==> src/rtl/inta_sequencer.sv <==
// Interrupt-acknowledge sequencer: issues two INTA low pulses and captures the vector in the second one.
// Optional ACK2 timeout abort is enabled by defining INTA_TIMEOUT_EN.
module inta_sequencer #(
  parameter int PULSE_W = 2,
  parameter int GAP_W   = 2,
  parameter int TIMEOUT = 16
) (
  input  logic       clk,
  input  logic       rst_n,
  input  logic       INT,
  input  logic       IF,
  input  logic       IV_ready,
  input  logic [7:0] DATA_IN,
  input  logic       vec_ack,
  output logic       INTA,
  output logic [7:0] vector,
  output logic       vec_valid,
  output logic       busy,
  output logic       vec_err
);

  if (PULSE_W < 1 || PULSE_W > 255 || GAP_W < 1 || GAP_W > 255 ||
      TIMEOUT <= PULSE_W || TIMEOUT > 255) begin : g_param_chk
    $error("inta_sequencer: parameter out of range");
  end

  localparam logic [7:0] PULSE_LAST = 8'(PULSE_W - 1);
  localparam logic [7:0] GAP_LAST   = 8'(GAP_W - 1);
  localparam logic [7:0] TO_LAST    = 8'(TIMEOUT - 1);

  typedef enum logic [2:0] {S_IDLE, S_ACK1, S_GAP, S_ACK2, S_HOLD} state_t;

  state_t     state, state_d;
  logic [7:0] cnt, cnt_d;
  logic       int_m, int_s;
  logic       capture, timeout;
  logic       inta_d, vec_valid_d, vec_err_d;

  // State register; INTA and status are registered from the next state so they never glitch
  always_ff @(posedge clk or negedge rst_n) begin
    if (!rst_n) begin
      int_m     <= 1'b0;
      int_s     <= 1'b0;
      state     <= S_IDLE;
      cnt       <= 8'd0;
      INTA      <= 1'b1;
      vector    <= 8'h00;
      vec_valid <= 1'b0;
      vec_err   <= 1'b0;
    end else begin
      int_m     <= INT;
      int_s     <= int_m;
      state     <= state_d;
      cnt       <= cnt_d;
      INTA      <= inta_d;
      vec_valid <= vec_valid_d;
      vec_err   <= vec_err_d;
      if (capture) vector <= DATA_IN;
    end
  end

  // Next-state logic
  always_comb begin
    state_d = state;
    cnt_d   = cnt;
    capture = 1'b0;
    timeout = 1'b0;
    case (state)
      S_IDLE: begin
        cnt_d = 8'd0;
        if (int_s && IF) state_d = S_ACK1;
      end
      S_ACK1: begin
        cnt_d = cnt + 8'd1;
        if (cnt == PULSE_LAST) begin
          state_d = S_GAP;
          cnt_d   = 8'd0;
        end
      end
      S_GAP: begin
        cnt_d = cnt + 8'd1;
        if (cnt == GAP_LAST) begin
          state_d = S_ACK2;
          cnt_d   = 8'd0;
        end
      end
      S_ACK2: begin
        if (cnt != 8'hFF) cnt_d = cnt + 8'd1;
        capture = IV_ready && (cnt >= PULSE_LAST);
`ifdef INTA_TIMEOUT_EN
        timeout = !capture && (cnt == TO_LAST);
`else
        timeout = 1'b0;
`endif
        if (capture) begin
          state_d = S_HOLD;
          cnt_d   = 8'd0;
        end else if (timeout) begin
          state_d = S_IDLE;
          cnt_d   = 8'd0;
        end
      end
      S_HOLD: begin
        cnt_d = 8'd0;
        if (vec_ack) state_d = S_IDLE;
      end
      default: begin
        state_d = S_IDLE;
        cnt_d   = 8'd0;
      end
    endcase
  end

  // Output decode (values registered on the next edge)
  always_comb begin
    inta_d      = !(state_d == S_ACK1 || state_d == S_ACK2);
    vec_valid_d = (state_d == S_HOLD);
    vec_err_d   = timeout;
  end

  assign busy = (state != S_IDLE);

endmodule
==> config.mk <==
export PLATFORM = sky130hd
export DESIGN_NAME = inta_sequencer
export DESIGN_NICKNAME = d
export VERILOG_FILES = /design/src/rtl/inta_sequencer.sv
export SDC_FILE = /design/constraint.sdc
export NUM_CORES = 1
export LEC_CHECK = 0
export ABC_CLOCK_PERIOD_IN_PS = 2550
export CORE_MARGIN = 5
export CORE_UTILIZATION = 48
export DETAILED_ROUTE_END_ITERATION = 6
export GPL_ROUTABILITY_DRIVEN = 0
export PLACE_DENSITY_LB_ADDON = 0.3
export SYNTH_ARGS = -nofsm -noshare
export SYNTH_HDL_FRONTEND = slang
export SYNTH_SLANG_ARGS = --single-unit
export TNS_END_PERCENT = 100
==> constraint.sdc <==
create_clock -name clk -period 2.55 [get_ports clk]
set_input_delay 0.51 -clock clk [delete_from_list [all_inputs] [get_ports clk]]
set_output_delay 0.51 -clock clk [all_outputs]
set_load 0.02 [all_outputs]
* Yosys cells after proc, flatten, opt, wreduce, memory -nomap -nowiden *
Cells that the tools add are included.

word-level totals
  input port bits = 14
  register bits = 23
  word-level logic and storage cells = 37
  output and inout bits = 12

operators by class
  eq/ne operators = 10
  multiplexer cells = 11
  order comparisons = 1
  reduce and logical (&&, ||, !) cells = 7
  $add $sub $neg = 1

operator list
  kind                   count
  $mux W8                3
  $pmux W8 S2            1
  $mux W3                5
  $pmux W3 S5            1
  $eq A3 B2 Y1 const B   3
  $add A8 B1 Y8 const B  1
  $eq A8 B1 Y1 const B   1
  $ge A8 B1 Y1 const B   1
  $ne A8 B8 Y1 const B   1
  $eq A3 B1 Y1 const B   2
  $eq A3 B3 Y1 const B   2
  $logic_not A3 Y1       1
  $ne A3 B3 Y1 const B   1
  $reduce_bool A3 Y1     1
  $logic_and A1 B1 Y1    2
  $reduce_or A2 Y1       1
  $logic_not A1 Y1       1
  $logic_or A1 B1 Y1     1
  $mux W1                1

* Logic depth before layout (Yosys ltp) *
  depth in word-level cells = 7
  mapped depth = 7
  gate-level depth less buffers = 6

* Worst setup path after synthesis *
OpenSTA, ideal clock, no wires.

  path kind = reg2reg
  from = register cnt[2]
  to = register vector[0]
  buffers on the path = 1
  path slack = 474 ps
  data required time = 2425 ps
  stages on the path, launching flop included = 6
  arrival time = 1951 ps
  clock period less this slack = 2076 ps
  library setup time = 125 ps
  cells stage by stage = dfrtp_1 -> buf_6 -> or4_4 -> o41a_1 -> nand2_2 -> mux2_2

between the ends
  longest elaborated chain between the ends = 3

RTL lines
  element                 line  text
  start, declared         34    logic [7:0] cnt, cnt_d;
  start signal, assigned  54    cnt <= cnt_d;
  $ge A8 B1 Y1            89    capture = IV_ready && (cnt >= PULSE_LAST);
  $logic_and A1 B1 Y1     89
  $mux W1                 68    case (state)
  end signal, assigned    47    vector <= 8'h00;
  end signal, assigned    58    if (capture) vector <= DATA_IN;
  end, declared           16    output logic [7:0] vector,

No other way between the ends.
A chain may end at the register's enable or synchronous reset.

* Worst setup path after layout *
  from = register cnt[2]
  to = register vector[2]

Same word-level chain as after synthesis.

==> flow_summary.ini <==
[synthesis]
ys_seq_elements = 23
ys.warnings.count = 0
synthCells = 102
synthArstFlopShare_pct = 100.0
ys.flop_type = dfrtp_1
syn_area_um2 = 1136
seq_area_frac_synth_pct = 50.77
synth_edf_count = 0
synth_cell_types = 39
synth_fp_nets = 119
synth.avg_cell_area_um2 = 11.14

[worst_setup_path]
reg2regPathDepth = 4
critPathKind = flop to flop
path_cells = or4_4 > o41a_1 > nand2_2 > mux2_2
critPathSlowestCell = or4_4
worstPathArrival_ps = 2410
critical_path.max_fanout = 10
startpoint_type = flop
reg2reg_from = cnt[2]$_DFFE_PN0P_
cpPeakStageDelay_ps = 560
rrSetupSlack_ps = 340
worst_setup_path_end_kind = flop
reg2reg_to = vector[2]$_DFFE_PN0P_
critical_path_required_ps = 2750

[sta]
fin_crit_ps = 2209
rsz0062_at_grt = false
finalSetupTns_ps = 0
hold_viol = 0
finClkSkew_ps = 6.694
fmax_mhz = 452.7
finalSetupViolCount = 0
slew_violations = 0
period_share_pct = 86.62

[route]
viasPerCell = 5.535
wl_per_cell_um = 14.44
vias = 858
drcViolationCount = 0
first_iter_violations = 14
drtAntennaViolNets = 0
drt_first_pass_iters = 4
drt-total-wl_mm = 2.238

[global_routing]
antenna_found_initial = 0
grt_pass1_wl_mm = 3.988
grt_overflow = 0
grt_pass1_vias = 910
grt_max_degree = 24
grt_usage_pct = 15.01

[clocking]
cts.path.max_buffers = 2
hold_buffers = 0
numClockSinks = 23
clk_latency_ps = 310
clk_pin_slew_ps = 120
cts_resized = 0
numCtsBuffers = 3
cts_tree = built
clockRootBuffer = clkbuf_4
ctsHtreeMaxLevel = 1
cts_setup_buffers = 0

[die]
fp.dieH_um = 58.65
io_pins = 26
core_um2 = 2233
die_w_um = 58.65
rows = 17
die_area_um2 = 3440
start_util_pct = 50.87

[placed_design]
port-buffer-count = 24
dp_hpwl_mm = 1.673
place_inst = 151

[finish]
drive_gt1_share_pct = 13.39
diodes = 0
fin_nets = 145
fin_cells = 155
syn2layout_area_growth_pct = 25.22

[worst_hold_path]
min_path_type = flop to flop
min_to = int_s$_DFF_PN0_
hold_start = int_m$_DFF_PN0_
hold_depth = 0

[pwr]
power_density_nw_per_um2 = 1108
ir_worst_vdd_mv = 0.7159
p_leak_nw = 0.6153

[run_status]
status = complete, no violations

[job]
maxCapViolCount = 0
[flip-flops by register name, indices dropped and copies added (netlist names)]
register / cells
vec_valid: 1
int_m: 1
vector: 8
state: 3
int_s: 1
cnt: 8
INTA: 1
[routing by layer]
layer	track usage [%]	share of wire (%)	wire, um
met5	0	0	0
met4	5.825	1.6	35
met3	3.947	6.2	138
met2	25.52	50	1120
met1	18.12	42	944
[metrics by stage]
step	power, mW	setup WS [ps]	util [%]	area, um2	hold slack [ps]
after detailed placement	1.417	351.9	62.47	1395	337.8
after floorplan	1.105	473.9	-	1136	214.4
final	1.576	341.1	63.70	1423	366.0
after CTS	1.589	345.1	63.70	1423	366.8
after global placement	1.392	429.8	62.47	1395	336.0
after global routing	1.697	246.2	63.70	1423	386.4
[power breakdown]
part / switching, mW / leakage, nW / total (mW) / internal [mW]
Sequential: 0.122 / 0.290 / 0.615 / 0.493
Combinational: 0.390 / 0.307 / 0.797 / 0.407
Clock: 0.106 / 0.0177 / 0.164 / 0.0587
[cell usage after synthesis (all sizes together), types with 2 or more instances]
| cell type | n | area [um2] |
|---|---|---|
| dfrtp | 22 | 550.5 |
| o21ai | 9 | 45.04 |
| mux2 | 8 | 90.09 |
| inv | 5 | 18.77 |
| and3 | 4 | 25.02 |
| nand2 | 4 | 17.52 |
| nand3 | 4 | 20.02 |
| nor2 | 4 | 15.01 |
| xor2 | 4 | 35.03 |
| buf | 3 | 23.77 |
| ha | 3 | 37.54 |
| xnor2 | 3 | 26.28 |
| and3b | 2 | 17.52 |
| clkbuf | 2 | 7.510 |
| nor3 | 2 | 10.01 |
| nor4 | 2 | 12.51 |
| o41ai | 2 | 17.52 |
[logic make-up (layout without fill, tap and decap cells)]
group / after synthesis / after routing / share of synthesized area (%)
xor+xnor: 7 / 7 / 5.397
flops: 23 / 23 / 50.77
fa+ha+maj: 3 / 3 / 3.304
other cells: 1 / 1 / 0.3301
simple gates: 28 / 28 / 14.43
buf+inv: 10 / 35 / 4.405
compound gates: 22 / 22 / 13.44
mux: 8 / 8 / 7.930
[layout by cell type (no fill, tap or decap), drive strengths merged, types with 3 or more instances in the layout]
master,count
mux2,8
nand2,4
o21ai,9
inv,5
ha,3
dfrtp,22
clkbuf,3
and3,4
xnor2,3
xor2,4
nand3,4
nor2,4
clkdlybuf4s50,24
[critical path, delay by kind of cell, from the launching register on]
family          cells  cell delay [ps]
simple gates        2              790
flops               1              480
compound gates      1              460
mux                 1              370
[how the worst max path moves through the flow]
stage	startpoint	to	slack, ps
floorplan	cnt[2]$_DFFE_PN0P_	vector[0]$_DFFE_PN0P_	470
global placement	cnt[2]$_DFFE_PN0P_	vector[1]$_DFFE_PN0P_	430
detailed placement	cnt[2]$_DFFE_PN0P_	vector[2]$_DFFE_PN0P_	350
CTS	cnt[2]$_DFFE_PN0P_	vector[2]$_DFFE_PN0P_	350
global route	state[1]$_DFF_PN0_	busy	250
finish	cnt[2]$_DFFE_PN0P_	vector[2]$_DFFE_PN0P_	340
[layout make-up]
type                            count  area [um2]
Inverter                            5       18.77
Sequential cell                    23       576.8
Tap cell                           28       35.03
Multi-Input combinational cell     69       509.2
Clock buffer                        3       22.52
Timing Repair Buffer               26       255.2
Fill cell                         183       810.8
Clock inverter                      1       5.005
No activity file was read; power rests on OpenSTA's default activity.
